[config.mk]
export PLATFORM = sky130hd
export DESIGN_NAME = obstacle_spawner
export DESIGN_NICKNAME = d
export VERILOG_FILES = /design/src/rtl/obstacle_pkg.sv /design/src/rtl/obstacle_type_picker.sv /design/src/rtl/obstacle_spawner.sv
export SDC_FILE = /design/constraint.sdc
export NUM_CORES = 1
export LEC_CHECK = 0
export BUFFER_PORTS_ARGS = -buffer_cell sky130_fd_sc_hd__buf_2
export CAP_MARGIN = 20
export CELL_PAD_IN_SITES_DETAIL_PLACEMENT = 1
export CELL_PAD_IN_SITES_GLOBAL_PLACEMENT = 1
export CORE_AREA = 4 4 101 93
export CTS_CLUSTER_DIAMETER = 30
export DETAILED_ROUTE_END_ITERATION = 6
export DIE_AREA = 0 0 105 97
export PLACE_DENSITY = 0.91
export SYNTH_ARGS = -nofsm -noshare
export SYNTH_HDL_FRONTEND = slang
export SYNTH_SLANG_ARGS = --single-unit
export TNS_END_PERCENT = 20
[constraint.sdc]
create_clock -name clk -period 10.8 [get_ports clk]
set_input_delay 3.24 -clock clk [delete_from_list [all_inputs] [get_ports clk]]
set_output_delay 3.24 -clock clk [all_outputs]
set_load 0.01 [all_outputs]
[src/rtl/obstacle_pkg.sv]
// Shared obstacle definitions: widths, obstacle types, speed thresholds and
// spawner scheduling constants/helpers.
package obstacle_pkg;

    localparam int unsigned SPEED_W       = 15;
    localparam int unsigned RNG_W         = 11;
    localparam int unsigned XPOS_W        = 11;
    localparam int unsigned WIDTH_W       = 10;
    localparam int unsigned GAP_W         = 11;
    localparam int unsigned SUM_W         = 13;
    localparam int unsigned SPEED_SCALE   = 1000;
    localparam int unsigned GAME_WIDTH    = 640;

    localparam int unsigned MAX_DUP       = 2;
    localparam int unsigned CLEAR_UPDATES = 180;
    localparam int unsigned DUP_W         = $clog2(MAX_DUP + 1);
    localparam int unsigned CLEAR_W       = $clog2(CLEAR_UPDATES + 1);

    typedef enum logic [1:0] {
        NONE         = 2'd0,
        CACTUS_SMALL = 2'd1,
        CACTUS_LARGE = 2'd2,
        PTERODACTYL  = 2'd3
    } type_t;

    // Minimum horizon speed (SPEED_SCALE fixed point) at which a type may appear.
    localparam logic [SPEED_W-1:0] MIN_SPEED [4] = '{15'd0, 15'd0, 15'd0, 15'd8500};

    typedef enum logic [1:0] {
        IDLE     = 2'd0,
        CLEARING = 2'd1,
        SPAWNING = 2'd2,
        CRASHED  = 2'd3
    } spawner_state_t;

    // Cyclic successor used to break a run of identical types.
    function automatic type_t next_type(input type_t t);
        case (t)
            CACTUS_SMALL: return CACTUS_LARGE;
            CACTUS_LARGE: return PTERODACTYL;
            default:      return CACTUS_SMALL;
        endcase
    endfunction

    // Demote a type to the small cactus when the horizon is too slow for it.
    function automatic type_t speed_gate(input type_t t, input logic [SPEED_W-1:0] speed);
        if (speed < MIN_SPEED[t]) begin
            return CACTUS_SMALL;
        end
        return t;
    endfunction

endpackage

[src/rtl/obstacle_type_picker.sv]
// Combinational obstacle type selection.
//   rng_bits  : low random bits, mapped onto the three spawnable types
//   speed     : horizon speed for the per-type speed gate
//   last_type : type of the previous spawn
//   dup_cnt   : length of the current run of last_type
//   cand_c    : chosen type for the next spawn
module obstacle_type_picker
    import obstacle_pkg::*;
(
    input  logic [1:0]         rng_bits,
    input  logic [SPEED_W-1:0] speed,
    input  type_t              last_type,
    input  logic [DUP_W-1:0]   dup_cnt,
    output type_t              cand_c
);

    logic [1:0] rng_mod;
    type_t      base;
    type_t      gated;

    // Random pick, speed gate, then break an over-long run of one type.
    always_comb begin
        rng_mod = rng_bits % 2'd3;
        base    = type_t'(2'(rng_mod + 2'd1));
        gated   = speed_gate(base, speed);
        cand_c  = gated;
        if ((gated == last_type) && (dup_cnt == DUP_W'(MAX_DUP))) begin
            cand_c = speed_gate(next_type(gated), speed);
        end
    end

endmodule

[src/rtl/obstacle_spawner.sv]
// Horizon-level obstacle scheduler: decides on each game update whether a new
// obstacle enters, picks the free slot and type, and drives start/typ.
//   clk, rst    : clock, asynchronous active-high reset
//   update      : one-cycle frame tick; all state advances only on it
//   game_start  : game running level
//   crash       : freezes spawning for good (until rst)
//   speed       : horizon speed
//   rng_data    : free-running random word
//   slot_active : per-slot RUNNING flags
//   slot_x_pos  : per-slot signed x position
//   slot_width  : per-slot width
//   slot_gap    : per-slot gap to the next obstacle
//   start       : per-slot start pulse (one update interval), registered
//   typ         : per-slot obstacle type, registered and held
module obstacle_spawner
    import obstacle_pkg::*;
#(
    parameter int unsigned NUM_SLOTS = 3
)
(
    input  logic                               clk,
    input  logic                               rst,
    input  logic                               update,
    input  logic                               game_start,
    input  logic                               crash,
    input  logic [SPEED_W-1:0]                 speed,
    input  logic [RNG_W-1:0]                   rng_data,
    input  logic [NUM_SLOTS-1:0]               slot_active,
    input  logic [NUM_SLOTS-1:0][XPOS_W-1:0]   slot_x_pos,
    input  logic [NUM_SLOTS-1:0][WIDTH_W-1:0]  slot_width,
    input  logic [NUM_SLOTS-1:0][GAP_W-1:0]    slot_gap,
    output logic [NUM_SLOTS-1:0]               start,
    output type_t                              typ [NUM_SLOTS]
);

    localparam int unsigned SLOT_W = (NUM_SLOTS > 1) ? $clog2(NUM_SLOTS) : 1;

    spawner_state_t       state, state_next;
    logic [CLEAR_W-1:0]   clear_cnt, clear_cnt_next;
    logic [SLOT_W-1:0]    last_slot, last_slot_next;
    type_t                last_type, last_type_next;
    logic [DUP_W-1:0]     dup_cnt, dup_cnt_next;
    logic                 pending, pending_next;
    logic [NUM_SLOTS-1:0] start_next;
    type_t                typ_next [NUM_SLOTS];

    logic                 free_found_c;
    logic [SLOT_W-1:0]    free_slot_c;
    logic [XPOS_W-1:0]    sel_x;
    logic [WIDTH_W-1:0]   sel_w;
    logic [GAP_W-1:0]     sel_g;
    logic signed [SUM_W-1:0] gap_sum_c;
    logic                 gap_ok_c;
    logic                 spawn_c;
    type_t                cand_c;
    logic                 unused_rng;

    assign unused_rng = ^rng_data[RNG_W-1:2];

    obstacle_type_picker u_picker (
        .rng_bits  (rng_data[1:0]),
        .speed     (speed),
        .last_type (last_type),
        .dup_cnt   (dup_cnt),
        .cand_c    (cand_c)
    );

    // Lowest-index free slot.
    always_comb begin
        free_found_c = 1'b0;
        free_slot_c  = '0;
        for (int i = NUM_SLOTS - 1; i >= 0; i--) begin
            if (!slot_active[i]) begin
                free_found_c = 1'b1;
                free_slot_c  = SLOT_W'(i);
            end
        end
    end

    // Trailing edge of the last spawned obstacle plus its gap; x_pos is signed,
    // so an obstacle partly off the left edge yields a negative sum.
    always_comb begin
        sel_x     = slot_x_pos[last_slot];
        sel_w     = slot_width[last_slot];
        sel_g     = slot_gap[last_slot];
        gap_sum_c = {{(SUM_W - XPOS_W){sel_x[XPOS_W-1]}}, sel_x}
                  + {{(SUM_W - WIDTH_W){1'b0}}, sel_w}
                  + {{(SUM_W - GAP_W){1'b0}}, sel_g};
        gap_ok_c  = gap_sum_c < $signed(SUM_W'(GAME_WIDTH));
    end

    // Next-state and spawn decision.
    always_comb begin
        state_next     = state;
        clear_cnt_next = clear_cnt;
        last_slot_next = last_slot;
        last_type_next = last_type;
        dup_cnt_next   = dup_cnt;
        pending_next   = 1'b0;
        start_next     = '0;
        typ_next       = typ;
        spawn_c        = 1'b0;

        case (state)
            IDLE: begin
                if (game_start) begin
                    state_next     = CLEARING;
                    clear_cnt_next = '0;
                end
            end
            CLEARING: begin
                clear_cnt_next = CLEAR_W'(clear_cnt + 1'b1);
                if (clear_cnt == CLEAR_W'(CLEAR_UPDATES - 1)) begin
                    state_next = SPAWNING;
                end
            end
            SPAWNING: begin
                spawn_c = !pending && free_found_c && (!(|slot_active) || gap_ok_c);
            end
            CRASHED: begin
                state_next = CRASHED;
            end
            default: begin
                state_next = IDLE;
            end
        endcase

        // Crash overrides everything, including a spawn due this update.
        if (crash) begin
            state_next = CRASHED;
            spawn_c    = 1'b0;
        end

        if (spawn_c) begin
            start_next[free_slot_c] = 1'b1;
            typ_next[free_slot_c]   = cand_c;
            pending_next            = 1'b1;
            last_slot_next          = free_slot_c;
            last_type_next          = cand_c;
            dup_cnt_next            = (cand_c == last_type) ? DUP_W'(dup_cnt + 1'b1) : DUP_W'(1);
        end
    end

    // State registers, advanced only on update.
    always_ff @(posedge clk or posedge rst) begin
        if (rst) begin
            state     <= IDLE;
            clear_cnt <= '0;
            last_slot <= '0;
            last_type <= NONE;
            dup_cnt   <= '0;
            pending   <= 1'b0;
            start     <= '0;
            for (int i = 0; i < NUM_SLOTS; i++) begin
                typ[i] <= NONE;
            end
        end else if (update) begin
            state     <= state_next;
            clear_cnt <= clear_cnt_next;
            last_slot <= last_slot_next;
            last_type <= last_type_next;
            dup_cnt   <= dup_cnt_next;
            pending   <= pending_next;
            start     <= start_next;
            typ       <= typ_next;
        end
    end

endmodule

==> impl_metrics.ini <==
[outcome]
status = finished, final reports clean

[cts]
ctsHoldBuffers = 0
postCtsSetupRepairBufs = 0
path_clk_slew_ns = 0.10
root_buffer = clkbuf_8
cts_tree = yes
clkSinkCount = 26
clk_latency_ns = 0.29
htreeDepth = 1
cts_resized = 0
numCtsBuffers = 3
cts_buffer_depth = 2

[yosys]
synth-compound-area-share_pct = 19.40
synth_flop_cell = dfrtp_1
synthCells = 359
synth.cell_area_um2 = 3012
synth.area.mux_share_pct = 14.96
synth_area_per_cell_um2 = 8.389
yosysSeqAreaShare_pct = 21.60
synthAdderAreaFrac_pct = 18.86
yosysUniqueCellTypes = 56
yosysTopAreaCellShare_pct = 21.60
synthesis.nets = 529
synthXorXnorAreaFrac_pct = 2.327
ys_warn_count = 0
synthSimpleGateAreaFrac_pct = 17.62
synth_enable_flop_cells = 0
synth_area_leaders = dfrtp_1, ha_1, mux2i_1
yosysTopAreaCell = dfrtp_1
synth_seq_cells = 26
ys_async_sr_fraction_pct = 100.0
synth_top_family_by_area = compound AO/OA/AOI/OAI gates

[grt]
antenna_found_initial = 0
grt_pass1_vias = 3481
grt_pass1_wl_um = 15790
grt_max_degree = 36
grt_overflow = 0
grt_usage_pct = 18.36

[sta]
max_freq_ghz = 0.1495
setup_viol = 0
period_needed_ns = 6.690
tightest_slew_ns = 1.013
slew_viol_final = 0
clock_skew_ns = 0.006001
rsz0062_at_grt = false
finalSetupTns_ns = 0
slew_headroom_pct = 32.46
period_share_pct = 61.94
final-hold-violation-count = 0

[finish]
instances_no_fill = 583
drive_above_1_share_pct = 30.98
areaGrowthSynthToFinish_pct = 27.75
nets = 652
antenna-diode-count = 0

[critical_path]
required_ns = 10.99
start_kind = primary input
cp.arrival_ns = 6.88
r2r_cells = 14
crit_type = in2reg
cp_max_fo = 5
cp-end-kind = flip-flop

[drt]
ant_nets = 0
drc_errors = 0
vias_per_cell = 5.343
first_pass_iters = 4
wl_um = 9598
drt_iter0_drc = 85
wl_per_cell_um = 16.46
routed-via-count = 3115

[floorplanning]
die_height_um = 97
die_area_um2 = 10190
initial_core_util_pct = 35.82
core_um2 = 8408
die_x_um = 105
num_rows = 32
boundaryPins = 139

[pwr]
leakage_nw = 1.864
p_per_area_nw_per_um2 = 251.2
vdd_drop_max_mv = 0.1142

[placement]
dpl.hpwl_um = 7771
place_inst = 577
place_congestion = 0.8046
portBuffers = 127

[run]
cap_violations = 0

[min_path]
whs_path_depth = 1
hold_path_class = reg2reg
[sequential cells by signal, summed over array words and instances, names as in the netlist]
| register | flops |
|---|---|
| typ | 6 |
| last_type | 2 |
| clear_cnt | 8 |
| last_slot | 2 |
| dup_cnt | 2 |
| start | 3 |
| pending | 1 |
| state | 2 |
[Yosys cell counts, types with 2 or more instances]
cell and number:
nand2b_1 3, nor2_1 18, or4_1 3, nand3_1 8
dfrtp_1 26, a211oi_1 2, o21ai_0 37, a221o_1 2
nor2b_1 4, a31oi_1 4, mux2_4 3, o21ai_1 9
nand4_1 4, clkbuf_1 11, mux2_1 3, or3_1 2
a21o_1 3, xor2_1 6, nor3_1 8, o21bai_2 2
fa_1 9, o2bb2ai_1 3, nand2_1 45, mux2i_1 36
xnor2_1 2, nor4_1 2, o31ai_1 2, a21oi_1 15
nor4b_1 2, nand3b_1 3, ha_1 31, inv_1 27
[placed cells by master (no fill, tap or decap), types with 4 or more instances in the layout]
cell type and n:
xor2_1 6, nand4_1 4, nand3_1 8, buf_2 127, inv_1 27, o21ai_1 9, nand2_1 45, ha_1 31
nor3_1 8, dfrtp_1 25, a21oi_1 15, o21ai_0 37, nor2_1 18, a31oi_1 4, mux2i_1 36, fa_1 9
[logic make-up after synthesis]
group                    count (synthesis)
XOR/XNOR                                 8
adder cells (fa/ha/maj)                 40
buffers and inverters                   40
flip-flops                              26
AND/OR/NAND/NOR                        110
AO/OA/AOI/OAI                           92
multiplexers                            43
[stage by stage]
| stage | hold WS (ns) | setup WS [ns] | utilization [%] | cell area, um2 | power (W) |
|---|---|---|---|---|---|
| 6_report | 0.5075 | 4.110 | 45.76 | 3847 | 0.0009666 |
| 5_1_grt | 0.5229 | 3.709 | 45.76 | 3847 | 0.001069 |
| 4_1_cts | 0.5078 | 4.106 | 45.25 | 3805 | 0.0009663 |
| 3_5_place_dp | 0.4841 | 3.793 | 44.40 | 3734 | 0.0008731 |
| 3_3_place_gp | 0.4717 | 3.992 | 44.40 | 3734 | 0.0008269 |
| 2_1_floorplan | 0.4877 | 4.386 | - | 3012 | 0.0006928 |
[area by class of cell]
cell class                      instances  area, um2
Clock buffer                            3      41.29
Inverter                               28      105.1
Timing Repair Buffer                  130      685.7
Tap cell                              102      127.6
Sequential cell                        26      651.9
Fill cell                            1074       4561
Multi-Input combinational cell        293       2206
Clock inverter                          1      30.03
[power breakdown]
group,internal [W],switching [W]
clock,0.0000498,0.0000365
sequential,0.000123,0.0000426
combinational,0.000304,0.000410
[worst paths after layout]
path | from | to | slack [ns]
worst max register to register | last_slot[1] | dup_cnt[0] | 6.09
worst min register to register | typ[5] | typ[5] | 0.51
max in group asynchronous | rst | last_slot[1] | 7.49
worst min-delay path | typ[5] | typ[5] | 0.51
min in group asynchronous | rst | start[1] | 2.89
worst max-delay path | rng_data[0] | dup_cnt[0] | 4.11
[critical path: stages]
cell and delay (ns):
buf_2 0.11, inv_1 0.05, ha_1 0.15, inv_1 0.09, ha_1 0.28, o21ai_0 0.07
o21a_1 0.20, o221ai_1 0.44, ha_1 0.27, inv_1 0.09, ha_1 0.18, or4_1 0.52
a21oi_1 0.19, nor2_1 0.12, a21o_1 0.17, a41oi_1 0.32, nand3_1 0.11, mux2_4 0.28
[layer usage]
metal	global-route usage (%)	routed length, um	vias up
li1	-	-	1525
met1	20.73	3772	1513
met2	35.37	5345	61
met3	2.602	266	16
met4	5.247	214	0
met5	0	0	-
No activity file was read; power rests on OpenSTA's default activity.
